$ cat src/rtl/evt_window_tracker.sv
// evt_window_tracker: tracks trigger/acknowledge obligations in a FIFO
// and flags whether each acknowledge arrives inside [MIN_DLY:MAX_DLY]
// cycles after its trigger.
// Optional build macro: EVT_WIN_STRONG_EN. When it is defined, closing the
// evaluation window (en falling) with open obligations raises err_unsat.
// When it is undefined, those obligations are discarded silently.
// Every output is registered, so each pulse appears one cycle after the
// edge at which the DUT evaluated it.
module evt_window_tracker #(
   parameter int DEPTH   = 4,
   parameter int MIN_DLY = 2,
   parameter int MAX_DLY = 5
) (
   input  logic                       clk,
   input  logic                       rst,
   input  logic                       en,
   input  logic                       trig,
   input  logic                       ack,
   output logic [$clog2(DEPTH+1)-1:0] pending,
   output logic                       busy,
   output logic                       done,
   output logic                       err_early,
   output logic                       err_late,
   output logic                       err_spur,
   output logic                       err_ovf,
   output logic                       err_unsat
);

   localparam int CW = $clog2(DEPTH + 1);
   localparam int PW = (DEPTH > 1) ? $clog2(DEPTH) : 1;
   localparam int AW = $clog2(MAX_DLY + 2);
   localparam int EW = AW + 1;

   localparam logic [CW-1:0] DEPTH_C = CW'(DEPTH);
   localparam logic [PW-1:0] LAST_P  = PW'(DEPTH - 1);
   localparam logic [AW-1:0] MAX_A   = AW'(MAX_DLY);
   localparam logic [EW-1:0] MIN_E   = EW'(MIN_DLY);
   localparam logic [EW-1:0] MAX_E   = EW'(MAX_DLY);

   // Each stored age counts the edges seen since the entry was pushed.
   // A freshly pushed entry holds 0 but is already one cycle old in the
   // cycle after its trigger, so the age of the head in the current cycle
   // is the stored value plus one.
   logic [AW-1:0] age_r [DEPTH];
   logic [PW-1:0] rd_ptr_r;
   logic [PW-1:0] wr_ptr_r;
   logic [CW-1:0] cnt_r;
   logic          en_q_r;
   logic          busy_r;
   logic          done_r;
   logic          early_r;
   logic          late_r;
   logic          spur_r;
   logic          ovf_r;
   logic          unsat_r;

   logic [EW-1:0] head_age_s;
   logic          empty_s;
   logic          full_s;
   logic          en_fall_s;
   logic          pop_s;
   logic          push_s;
   logic          done_s;
   logic          early_s;
   logic          late_s;
   logic          spur_s;
   logic          ovf_s;
   logic          unsat_s;
   logic [CW-1:0] cnt_nxt_s;

   // Circular pointer advance that also works for depths that are not a power of two.
   function automatic logic [PW-1:0] ptr_inc(input logic [PW-1:0] p);
      if (p == LAST_P) begin
         return {PW{1'b0}};
      end else begin
         return p + PW'(1);
      end
   endfunction

   // Per-cycle decision: classify the head entry, then decide on push and overflow.
   always_comb begin
      head_age_s = {1'b0, age_r[rd_ptr_r]} + EW'(1);
      empty_s    = (cnt_r == {CW{1'b0}});
      full_s     = (cnt_r == DEPTH_C);
      en_fall_s  = en_q_r & ~en;
      pop_s      = 1'b0;
      push_s     = 1'b0;
      done_s     = 1'b0;
      early_s    = 1'b0;
      late_s     = 1'b0;
      spur_s     = 1'b0;
      ovf_s      = 1'b0;
      if (en) begin
         if (empty_s) begin
            // An ack never discharges a trigger from the same cycle.
            spur_s = ack;
         end else if (ack) begin
            pop_s = 1'b1;
            if (head_age_s < MIN_E) begin
               early_s = 1'b1;
            end else begin
               done_s = 1'b1;
            end
         end else if (head_age_s >= MAX_E) begin
            pop_s  = 1'b1;
            late_s = 1'b1;
         end else begin
            pop_s = 1'b0;
         end
         if (trig) begin
            if (full_s && !pop_s) begin
               ovf_s = 1'b1;
            end else begin
               push_s = 1'b1;
            end
         end else begin
            push_s = 1'b0;
         end
      end else begin
         pop_s = 1'b0;
      end
   end

   // Next occupancy: closing the window empties the FIFO, otherwise push/pop adjust it.
   always_comb begin
      cnt_nxt_s = cnt_r;
      if (en_fall_s) begin
         cnt_nxt_s = {CW{1'b0}};
      end else begin
         case ({push_s, pop_s})
            2'b10:   cnt_nxt_s = cnt_r + CW'(1);
            2'b01:   cnt_nxt_s = cnt_r - CW'(1);
            default: cnt_nxt_s = cnt_r;
         endcase
      end
   end

   // End-of-window check: only the strong build reports obligations left open.
   always_comb begin
`ifdef EVT_WIN_STRONG_EN
      if (en_fall_s && !empty_s) begin
         unsat_s = 1'b1;
      end else begin
         unsat_s = 1'b0;
      end
`else
      unsat_s = 1'b0;
`endif
   end

   // State and output registers, with a synchronous reset that overrides every input.
   always_ff @(posedge clk) begin
      if (rst) begin
         rd_ptr_r <= {PW{1'b0}};
         wr_ptr_r <= {PW{1'b0}};
         cnt_r    <= {CW{1'b0}};
         en_q_r   <= 1'b0;
         busy_r   <= 1'b0;
         done_r   <= 1'b0;
         early_r  <= 1'b0;
         late_r   <= 1'b0;
         spur_r   <= 1'b0;
         ovf_r    <= 1'b0;
         unsat_r  <= 1'b0;
         for (int i = 0; i < DEPTH; i++) begin
            age_r[i] <= {AW{1'b0}};
         end
      end else begin
         en_q_r  <= en;
         cnt_r   <= cnt_nxt_s;
         busy_r  <= (cnt_nxt_s != {CW{1'b0}});
         done_r  <= done_s;
         early_r <= early_s;
         late_r  <= late_s;
         spur_r  <= spur_s;
         ovf_r   <= ovf_s;
         unsat_r <= unsat_s;
         if (en_fall_s) begin
            rd_ptr_r <= {PW{1'b0}};
            wr_ptr_r <= {PW{1'b0}};
         end else begin
            if (pop_s) begin
               rd_ptr_r <= ptr_inc(rd_ptr_r);
            end
            if (push_s) begin
               wr_ptr_r <= ptr_inc(wr_ptr_r);
            end
         end
         // Ages move only while the window is open. They saturate so that unused slots stay bounded.
         for (int i = 0; i < DEPTH; i++) begin
            if (en) begin
               if (push_s && (wr_ptr_r == PW'(i))) begin
                  age_r[i] <= {AW{1'b0}};
               end else if (age_r[i] < MAX_A) begin
                  age_r[i] <= age_r[i] + AW'(1);
               end
            end
         end
      end
   end

   assign pending   = cnt_r;
   assign busy      = busy_r;
   assign done      = done_r;
   assign err_early = early_r;
   assign err_late  = late_r;
   assign err_spur  = spur_r;
   assign err_ovf   = ovf_r;
   assign err_unsat = unsat_r;

endmodule

$ cat config.mk
export PLATFORM = sky130hd
export DESIGN_NAME = evt_window_tracker
export DESIGN_NICKNAME = d
export VERILOG_FILES = /design/src/rtl/evt_window_tracker.sv
export SDC_FILE = /design/constraint.sdc
export NUM_CORES = 1
export LEC_CHECK = 0
export BUFFER_PORTS_ARGS = -buffer_cell sky130_fd_sc_hd__buf_4
export CORE_ASPECT_RATIO = 0.8
export CORE_MARGIN = 2
export CORE_UTILIZATION = 31
export DETAILED_ROUTE_END_ITERATION = 8
export GPL_TIMING_DRIVEN = 0
export PLACE_DENSITY = 0.54
export RECOVER_POWER = 100
export SLEW_MARGIN = 10
export SYNTH_ARGS = -nofsm -noshare
export SYNTH_HDL_FRONTEND = slang
export SYNTH_SLANG_ARGS = --single-unit
export TNS_END_PERCENT = 100
$ cat constraint.sdc
create_clock -name clk -period 2.01 [get_ports clk]
set_input_delay 0.3015 -clock clk [delete_from_list [all_inputs] [get_ports clk]]
set_output_delay 0.3015 -clock clk [all_outputs]
set_load 0.02 [all_outputs]
==> flow_metrics.env <==
export IMPL_clockBufferDepth=2
export IMPL_yosysSeqAreaShare=0.4387
export IMPL_grt_first_pass_wirelength_um=5278
export IMPL_stdcell_area_mm2=0.001941
export IMPL_synth_flop_cell="dfxtp_1"
export IMPL_numCtsBuffers=3
export IMPL_synth_top_cell_by_area="edfxtp_1"
export IMPL_drive_gt1_frac=0.2458
export IMPL_synth_edf_count=12
export IMPL_clkSlewWorstSetupHoldPaths_ns=0.10
export IMPL_final_instance_count_excl_fill=239
export IMPL_drc=0
export IMPL_io_buffers=13
export IMPL_viasPerCell=5.025
export IMPL_crit_slowest_cell="fa_2"
export IMPL_cap_violations=0
export IMPL_hold_path_class="in -> reg"
export IMPL_final_nets=197
export IMPL_syn_to_final_growth_pct=25.08
export IMPL_worst_clock_skew_ns=0.003306
export IMPL_syn_area_mm2=0.001551
export IMPL_synth_cell_types=44
export IMPL_timing_final_ws_setup_ns=-0.2495
export IMPL_rsz0062_at_grt="yes"
export IMPL_path_max_fanout=4
export IMPL_clk_latency_ns=0.28
export IMPL_cts_num_sinks=28
export IMPL_syn_num_nets=170
export IMPL_start_util=0.3296
export IMPL_grt_pass1_vias=1131
export IMPL_cts_root_buf="clkbuf_8"
export IMPL_overflow=0
export IMPL_worstSetupStartpointType="register"
export IMPL_violations="setup timing"
export IMPL_rows=22
export IMPL_hold_viol_final=0
export IMPL_max_freq_mhz=442.6
export IMPL_setup_viol=3
export IMPL_grt_start_max_net_pins=17
export IMPL_drtPass1Iterations=4
export IMPL_cp_arrival_ns=2.43
export IMPL_dpl_hpwl_um=2389
export IMPL_design_core_area_mm2=0.004707
export IMPL_end_kind="register"
export IMPL_synth_cells=153
export IMPL_outcome="finished, violations left"
export IMPL_dieArea_mm2=0.005590
export IMPL_cpPeakStageDelay_ns=0.40
export IMPL_synth_top_area_share=0.2323
export IMPL_dp_cells=226
export IMPL_yosysWarnings=0
export IMPL_path_delay_family="adder cells"
export IMPL_synthTopCellsByArea="edfxtp_1, dfxtp_1, ha_1"
export IMPL_place_gp_congestion=0.7398
export IMPL_crit_buf_inv=0
export IMPL_min_period_over_period=1.124
export IMPL_ios=15
export IMPL_finalCriticalPeriod_ns=2.259
export IMPL_required_ns=2.18
export IMPL_die_height_um=67.28
export IMPL_vias=1201
export IMPL_ir_drop_mv=0.2799
export IMPL_wire_per_inst_um=13.68
export IMPL_hold_buffers=0
export IMPL_antenna_found_initial=0
export IMPL_drtIter0Drc=114
export IMPL_avgSynthCellArea_um2=10.14
export IMPL_antenna_cells=0
export IMPL_cts_tree="yes"
export IMPL_final_max_slew_violation_count=0
export IMPL_powerDensity_mw_per_mm2=747.4
export IMPL_p_leak_nw=0.7711
export IMPL_die_w_um=83.10
export IMPL_critical_path_class="reg -> reg"
export IMPL_dpl_cell_area_mm2=0.001753
export IMPL_postRouteAntennaNets=0
export IMPL_synth_seq_cells=28
export IMPL_finalWirelength_um=3269
export IMPL_path_cells="mux2i_4 > a22o_4 > nand2_4 > nand2_4 > ha_4 > fa_2 > xnor2_2 > nor2_2 > xnor2_2 > a31oi_1"
export IMPL_grtUsageTotal=0.1216
export IMPL_final_util=0.4123
export IMPL_async_reset_ff_frac=0
export IMPL_htreeDepth=1
==> synthesized netlist by cell type, types with 2 or more instances <==
cell type,count
nand2_1,18
nor2_1,18
dfxtp_1,16
edfxtp_1,12
ha_1,11
o21ai_0,6
mux2i_1,5
or3_1,5
xor2_1,5
a21oi_2,4
and2_1,4
nand3_1,4
nor3b_1,4
nor2b_1,3
nor3_1,3
a31oi_1,2
clkbuf_1,2
inv_1,2
nand4_1,2
nor4_1,2
xnor2_1,2
==> cells in the final DEF, fill, tap and decap left out, types with 2 or more instances in the layout <==
master	synthesis	routed
a21oi_2	4	4
a31oi_1	2	2
and2_1	4	4
buf_4	1	17
clkbuf_1	2	9
clkbuf_8	0	3
dfxtp_1	16	13
dfxtp_2	0	2
edfxtp_1	12	12
ha_1	11	10
inv_1	2	2
mux2i_1	5	3
mux2i_4	0	2
nand2_1	18	16
nand2_4	0	2
nand3_1	4	4
nand4_1	2	2
nor2_1	18	17
nor2b_1	3	2
nor3_1	3	3
nor3b_1	4	4
nor4_1	2	2
o21ai_0	6	6
or3_1	5	5
xnor2_2	0	2
xor2_1	5	5
==> sequential cells by signal (all words and copies together), names as in the netlist, 2 cells and up, named ones only <==
signal    cells
pending       3
wr_ptr_r      2
rd_ptr_r      2
age_r        12
==> path summary, 6_finish.rpt <==
path                                          startpoint             endpoint  slack, ns  depth (start not counted)
worst max-delay path                            register      busy$_SDFF_PP0_      -0.25                         10
worst min-delay path                                 ack  err_late$_SDFF_PP0_       0.22                          2
worst min register to register  rd_ptr_r[1]$_SDFFE_PP0N_             register       0.52                          2
worst max register to register                  register      busy$_SDFF_PP0_      -0.25                         10
==> metal layers <==
layer,vias to the layer above,wire length (um),track usage
met5,-,0,0
met4,0,30,0.03074
met3,4,109,0.03545
met2,22,1504,0.2056
met1,581,1625,0.1555
li1,594,-,-
==> power breakdown <==
part | switching (W) | total [W] | internal, W | leakage, nW
sequential | 0.0000518 | 0.000696 | 0.000645 | 0.260
combinational | 0.000161 | 0.000300 | 0.000139 | 0.476
clock | 0.000187 | 0.000454 | 0.000267 | 0.0357
==> per-stage QoR <==
stage | hold slack (ns) | total power, W | setup WS, ns | TNS [ns]
floorplan | 0.3782 | 0.0008949 | -0.1248 | -0.2488
global placement | 0.4774 | 0.0009679 | -0.4295 | -1.122
detailed placement | 0.5092 | 0.0009794 | -0.4446 | -1.230
CTS | 0.2179 | 0.001450 | -0.2509 | -0.6024
global route | 0.2111 | 0.001528 | -0.3566 | -0.8549
finish | 0.2233 | 0.001450 | -0.2495 | -0.4900
==> repair_timing <==
| action | CTS | global route |
|---|---|---|
| setup buffers | 2 | 8 |
| endpoints found under the setup margin | 13 | 15 |
| pin swaps | 7 | 6 |
| resized for setup | 11 | 4 |
==> area by class of cell <==
cell class	instances	area [um2]
repair buffers	23	146.4
plain buffers	5	30.03
multi-input cells	117	923.4
clock inverters	1	30.03
well taps	60	75.07
inverters	2	7.507
flip-flops and latches	28	686.9
clock buffers	3	41.29
fillers	478	2766
==> cells by family after synthesis <==
logic type | Yosys count | synth area share
simple gates | 72 | 0.2395
flops | 28 | 0.4387
compound gates | 17 | 0.07984
fa+ha+maj | 12 | 0.1016
mux | 8 | 0.07097
buf+inv | 8 | 0.02742
xor+xnor | 7 | 0.03952
other cells | 1 | 0.002417
Note: power is estimated with default switching activity, not from simulation.
